`config.mk`:
```
export PLATFORM = sky130hd
export DESIGN_NAME = spu_load_store_unit
export DESIGN_NICKNAME = d
export VERILOG_FILES = /design/src/rtl/spu_ls_pkg.sv /design/src/rtl/spu_ea_calc.sv /design/src/rtl/spu_load_store_unit.sv
export SDC_FILE = /design/constraint.sdc
export NUM_CORES = 1
export LEC_CHECK = 0
export CAP_MARGIN = 20
export CORE_AREA = 2 2 261 263
export DETAILED_ROUTE_END_ITERATION = 10
export DIE_AREA = 0 0 263 265
export GPL_TIMING_DRIVEN = 0
export PLACE_DENSITY_LB_ADDON = 0.15
export REMOVE_ABC_BUFFERS = 1
export SKIP_CTS_REPAIR_TIMING = 1
export SYNTH_ARGS = -nofsm -noshare
export SYNTH_HDL_FRONTEND = slang
export SYNTH_SLANG_ARGS = --single-unit
```
`constraint.sdc`:
```
create_clock -name clk -period 24.3 [get_ports clk]
set_clock_uncertainty 0.05 [all_clocks]
set_input_delay 2.43 -clock clk [delete_from_list [all_inputs] [get_ports clk]]
set_output_delay 2.43 -clock clk [all_outputs]
set_load 0.01 [all_outputs]
```
`src/rtl/spu_ls_pkg.sv`:
```
// rtl/spu_ls_pkg.sv - shared types and constants for the SPU load/store path
package spu_ls_pkg;

    localparam int ADDR_W_DEFAULT = 32;
    localparam int DATA_W_DEFAULT = 128;
    localparam int RT_W_DEFAULT   = 7;
    localparam int CNT_W_DEFAULT  = 16;

    localparam int QWORD_BYTES = 16;

    localparam logic [31:0] LS_MASK_DEFAULT = 32'h0000_7FF0;

    typedef enum logic [1:0] {
        IDLE  = 2'd0,
        ISSUE = 2'd1,
        WAIT  = 2'd2,
        WB    = 2'd3
    } ls_state_t;

    typedef struct packed {
        logic         is_store;
        logic [31:0]  base;
        logic [31:0]  offset;
        logic [6:0]   rt;
        logic [127:0] data;
    } ls_req_t;

endpackage

```
`src/rtl/spu_ea_calc.sv`:
```
// rtl/spu_ea_calc.sv - effective address add-and-mask, shared with instruction fetch
import spu_ls_pkg::*;

module spu_ea_calc #(
    parameter int              ADDR_W = ADDR_W_DEFAULT,
    parameter logic [ADDR_W-1:0] MASK = ADDR_W'(LS_MASK_DEFAULT)
) (
    input  logic [ADDR_W-1:0] base_i,
    input  logic [ADDR_W-1:0] offset_i,
    output logic [ADDR_W-1:0] ea_o
);

    // Quadword alignment is forced even if a caller passes a mask that keeps low bits.
    localparam logic [ADDR_W-1:0] ALIGN_MASK = ~ADDR_W'(QWORD_BYTES - 1);

    // Carry-out is dropped by the fixed-width add; the mask wraps into local store.
    assign ea_o = (base_i + offset_i) & MASK & ALIGN_MASK;

endmodule

```
`src/rtl/spu_load_store_unit.sv`:
```
// rtl/spu_load_store_unit.sv - quadword load/store sequencer in front of SPU data memory
import spu_ls_pkg::*;

module spu_load_store_unit #(
    parameter int                ADDR_W  = ADDR_W_DEFAULT,
    parameter int                DATA_W  = DATA_W_DEFAULT,
    parameter int                RT_W    = RT_W_DEFAULT,
    parameter logic [ADDR_W-1:0] LS_MASK = ADDR_W'(LS_MASK_DEFAULT),
    parameter int                CNT_W   = CNT_W_DEFAULT
) (
    input  logic              clk,
    input  logic              reset,
    input  logic              req_valid,
    output logic              req_ready,
    input  logic              req_is_store,
    input  logic [ADDR_W-1:0] req_base,
    input  logic [ADDR_W-1:0] req_offset,
    input  logic [RT_W-1:0]   req_rt,
    input  logic [DATA_W-1:0] req_store_data,
    output logic [ADDR_W-1:0] mem_address,
    output logic [DATA_W-1:0] mem_write_data,
    output logic              mem_write,
    output logic              mem_read,
    input  logic [DATA_W-1:0] mem_read_data,
    output logic              wb_valid,
    output logic [RT_W-1:0]   wb_rt,
    output logic [DATA_W-1:0] wb_data,
    output logic [CNT_W-1:0]  load_count,
    output logic [CNT_W-1:0]  store_count
);

    ls_state_t         state_q, state_d;
    ls_req_t           req;
    logic [ADDR_W-1:0] ea;
    logic              accept;

    logic              is_store_q;
    logic [RT_W-1:0]   rt_q;
    logic [ADDR_W-1:0] mem_address_q;
    logic [DATA_W-1:0] mem_write_data_q;
    logic              mem_write_q;
    logic              mem_read_q;
    logic              wb_valid_q;
    logic [RT_W-1:0]   wb_rt_q;
    logic [DATA_W-1:0] wb_data_q;
    logic [CNT_W-1:0]  load_count_q;
    logic [CNT_W-1:0]  store_count_q;

    assign req.is_store = req_is_store;
    assign req.base     = req_base;
    assign req.offset   = req_offset;
    assign req.rt       = req_rt;
    assign req.data     = req_store_data;

    spu_ea_calc #(
        .ADDR_W (ADDR_W),
        .MASK   (LS_MASK)
    ) u_ea_calc (
        .base_i   (req.base),
        .offset_i (req.offset),
        .ea_o     (ea)
    );

    assign req_ready = (state_q == IDLE);
    assign accept    = req_valid && req_ready;

    // Next-state: a store retires straight out of ISSUE, a load waits for memory then writes back.
    always_comb begin
        state_d = state_q;
        case (state_q)
            IDLE:    if (accept) state_d = ISSUE;
            ISSUE:   state_d = is_store_q ? IDLE : WAIT;
            WAIT:    state_d = WB;
            WB:      state_d = IDLE;
            default: state_d = IDLE;
        endcase
    end

    // FSM and latched request; strobes are registered at accept so they are high exactly in ISSUE.
    always_ff @(posedge clk or posedge reset) begin
        if (reset) begin
            state_q          <= IDLE;
            is_store_q       <= 1'b0;
            rt_q             <= '0;
            mem_address_q    <= '0;
            mem_write_data_q <= '0;
            mem_write_q      <= 1'b0;
            mem_read_q       <= 1'b0;
        end else begin
            state_q     <= state_d;
            mem_write_q <= accept && req.is_store;
            mem_read_q  <= accept && !req.is_store;
            if (accept) begin
                is_store_q    <= req.is_store;
                rt_q          <= req.rt;
                mem_address_q <= ea;
                if (req.is_store) begin
                    mem_write_data_q <= req.data;
                end
            end
        end
    end

    // Writeback: data must be captured while WAIT is open, memory drives zero afterwards.
    always_ff @(posedge clk or posedge reset) begin
        if (reset) begin
            wb_valid_q <= 1'b0;
            wb_rt_q    <= '0;
            wb_data_q  <= '0;
        end else begin
            wb_valid_q <= (state_q == WB);
            if (state_q == WAIT) begin
                wb_data_q <= mem_read_data;
            end
            if (state_q == WB) begin
                wb_rt_q <= rt_q;
            end
        end
    end

    // Saturating event counters, one tick per completed op.
    always_ff @(posedge clk or posedge reset) begin
        if (reset) begin
            load_count_q  <= '0;
            store_count_q <= '0;
        end else begin
            if (state_q == ISSUE && is_store_q && store_count_q != '1) begin
                store_count_q <= store_count_q + CNT_W'(1);
            end
            if (state_q == WB && load_count_q != '1) begin
                load_count_q <= load_count_q + CNT_W'(1);
            end
        end
    end

    assign mem_address    = mem_address_q;
    assign mem_write_data = mem_write_data_q;
    assign mem_write      = mem_write_q;
    assign mem_read       = mem_read_q;
    assign wb_valid       = wb_valid_q;
    assign wb_rt          = wb_rt_q;
    assign wb_data        = wb_data_q;
    assign load_count     = load_count_q;
    assign store_count    = store_count_q;

endmodule

```
==> results.cfg <==
[logic_synthesis]
syn_avg_cell_area_um2 = 14.9
ys_seq_area_share_pct = 62.4
ys.flop_type = dfrtp_1
yosysMostFrequentCell = dfrtp_1
yosysTopAreaCellShare_pct = 62.4
synth_area_um2 = 12800
synth_edf_count = 0
ys_ff_latch = 319
synthArstFlopShare_pct = 100
yosysWarnings = 0
netlist_top_cells_area = dfrtp_1 (62%), mux2_2 (24%), xnor2_1 (2.1%), ha_1 (1.5%), buf_4 (1.2%)
yosysTopAreaCell = dfrtp_1
ys_top_cells_by_count = dfrtp_1 (319), mux2_2 (272), nand2_1 (33)
ys_types = 46
synthCells = 860

[final_layout]
finalNetCount = 1827
final_util_pct = 31.8
drive_above_1_share_pct = 23.5
design_area_um2 = 21200
syn2layout_area_growth_pct = 66.0
num-fill-cells = 6664
fin_cells = 2385

[grt]
antenna_found_initial = 3
overflow = 0
track_usage_pct = 12.3
grt_max_degree = 108
grt_pass1_wl_um = 64900
grt_pass1_vias = 9910

[place]
dpl.hpwl_um = 33000
gp_congestion = 0.760
place_ws_ns = 19.57
post_dp_cell_area_um2 = 19900
port_buffers = 606
dp_cells = 2310

[timing]
finalSetupViolations = 0
max_slew.worst_pin.slew_ns = 0.697
final.min_clock_period_ns = 4.33
setup_slack_ns = 19.97
whs_ns = 0.430
relSlewSlack_pct = 53.5
finalHoldViolCount = 0
fmax_mhz = 231
rsz0062_at_grt = false
maxSlewViolCount = 0
final.setup.tns_ns = 0
fin_crit_sh_pct = 17.8

[worst_setup_path]
cpPeakStageDelay_ns = 0.61
r2r_slack_ns = 22.01
end_kind = primary output
worstSetupPathType = flip-flop to primary output
crit_required_ns = 21.82
cp_slowest_cell = clkdlybuf4s50_1
critPathArrivalTime_ns = 1.85
r2r-end = mem_write_data[25]
worstPathCellList = nor2_1 -> clkdlybuf4s50_1
crit_path_max_fanout = 6
r2r_cells = 4
start_kind = flip-flop

[clock_network]
clk_pin_slew_ns = 0.05
cts-buffers-inserted = 42
clockBufferDepth = 3
cts-htree-levels = 2
tritoncts = done
root_buffer = clkbuf_16
cts_sinks = 319
clk_latency_ns = 0.55

[detailed_routing]
vias_per_cell = 3.85
ant_nets = 0
drtPass1Iterations = 4
via_count = 9179
routed_wl_um = 43300
wl_per_cell_um = 18.1
drt_iter0_markers = 299
drc = 0

[run_status]
status = complete, no violations

[floorplanning]
coreArea_um2 = 66800
core.rowCount = 95
dieArea_um2 = 69700
die_h_um = 265
pin_count = 662
initial_utilization_pct = 19.1
die_x_um = 263

[min_path]
hold_path_depth = 2
min_path_type = flip-flop to flip-flop
min_from = mem_address[11]
hold_path_end = mem_address[11]

[power_and_ir_drop]
power.leakage_nw = 8.57
ir_drop_v = 0.0000609
power_mw = 2.65
p_per_area_nw_per_um2 = 125

[job]
maxCapViolations = 0
[logic make-up after synthesis]
family	share of synthesized area, %
flops	62.4
mux	23.9
simple gates	3.77
buf+inv	2.77
compound gates	2.81
xor+xnor	2.81
fa+ha+maj	1.47
other cells	0.0293
[worst max-delay path by stage]
stage | startpoint | end | slack [ns] | cells after the start
global placement | reset | mem_write_data[56] | 7.75 | 2
global route | flip-flop | req_ready | 19.84 | 2
floorplan | reset | asynchronous set/reset pin | 12.99 | 1
finish | flip-flop | req_ready | 19.97 | 2
CTS | flip-flop | req_ready | 19.90 | 2
detailed placement | req_base[1] | mem_address[13] | 19.57 | 8
[placed cells by master, fill, tap and decap left out, types with 2 or more instances in the layout]
cell             synthesis  final
buf_16                   0      7
and4_1                   2      2
clkdlybuf4s50_1          0    606
clkinv_2                 0      3
o21ai_0                 20     20
clkbuf_16                0     43
xor2_1                  10     10
or4b_4                   2      2
nor2_1                  16     16
ha_1                    15     15
diode_2                  0      3
clkbuf_8                 0      6
a21o_1                   6      6
clkbuf_1                11     15
o21bai_1                 2      2
xnor2_1                 31     31
nor3_1                   2      2
a31oi_1                  3      3
conb_1                   1     21
o21a_1                   2      2
dfrtp_1                319    319
nand3_1                 13     13
a21oi_1                 10     10
or2_2                    2      2
inv_1                    7      6
nand2_1                 33     33
nand4_1                  7      7
and3_1                   7      6
mux2_2                 272    272
[area by class of cell]
type | instances | area [um^2] | share of cell area, %
antenna | 3 | 7.51 | 0.0353
clock buffer | 64 | 1210 | 5.72
clock inverter | 8 | 90.1 | 0.424
inverter | 8 | 37.5 | 0.177
multi-input combinational | 496 | 4540 | 21.4
sequential | 319 | 7980 | 37.6
tap | 873 | 1090 | 5.14
timing repair buffer | 614 | 6280 | 29.6
[per-layer routing]
metal / wire [um] / up-vias / global-route usage [%]
li1: - / 4239 / -
met1: 15600 / 4513 / 12.8
met2: 22400 / 362 / 21.9
met3: 4100 / 65 / 5.23
met4: 1200 / 0 / 4.28
met5: 0 / - / 0
[state kept, by name (all words and copies together), names as in the netlist, named ones only]
signal,count
mem_address,11
wb_valid,1
rt_q,7
is_store_q,1
wb_rt,7
wb_data,128
store_count,16
load_count,16
state_q,1
mem_write,1
mem_read,1
mem_write_data,128
[power by group]
group / switching (mW) / internal (mW) / total [mW]
clock: 0.240 / 0.355 / 0.594
sequential: 0.128 / 0.784 / 0.912
combinational: 0.437 / 0.704 / 1.14
total: 0.805 / 1.84 / 2.65
[worst max-delay path, delay by kind of cell, from the launching register on]
kind          cells  cell delay (ns)
flops             1             0.42
buf+inv           1             0.61
simple gates      1             0.26
Note: power is estimated with default switching activity, not from simulation.
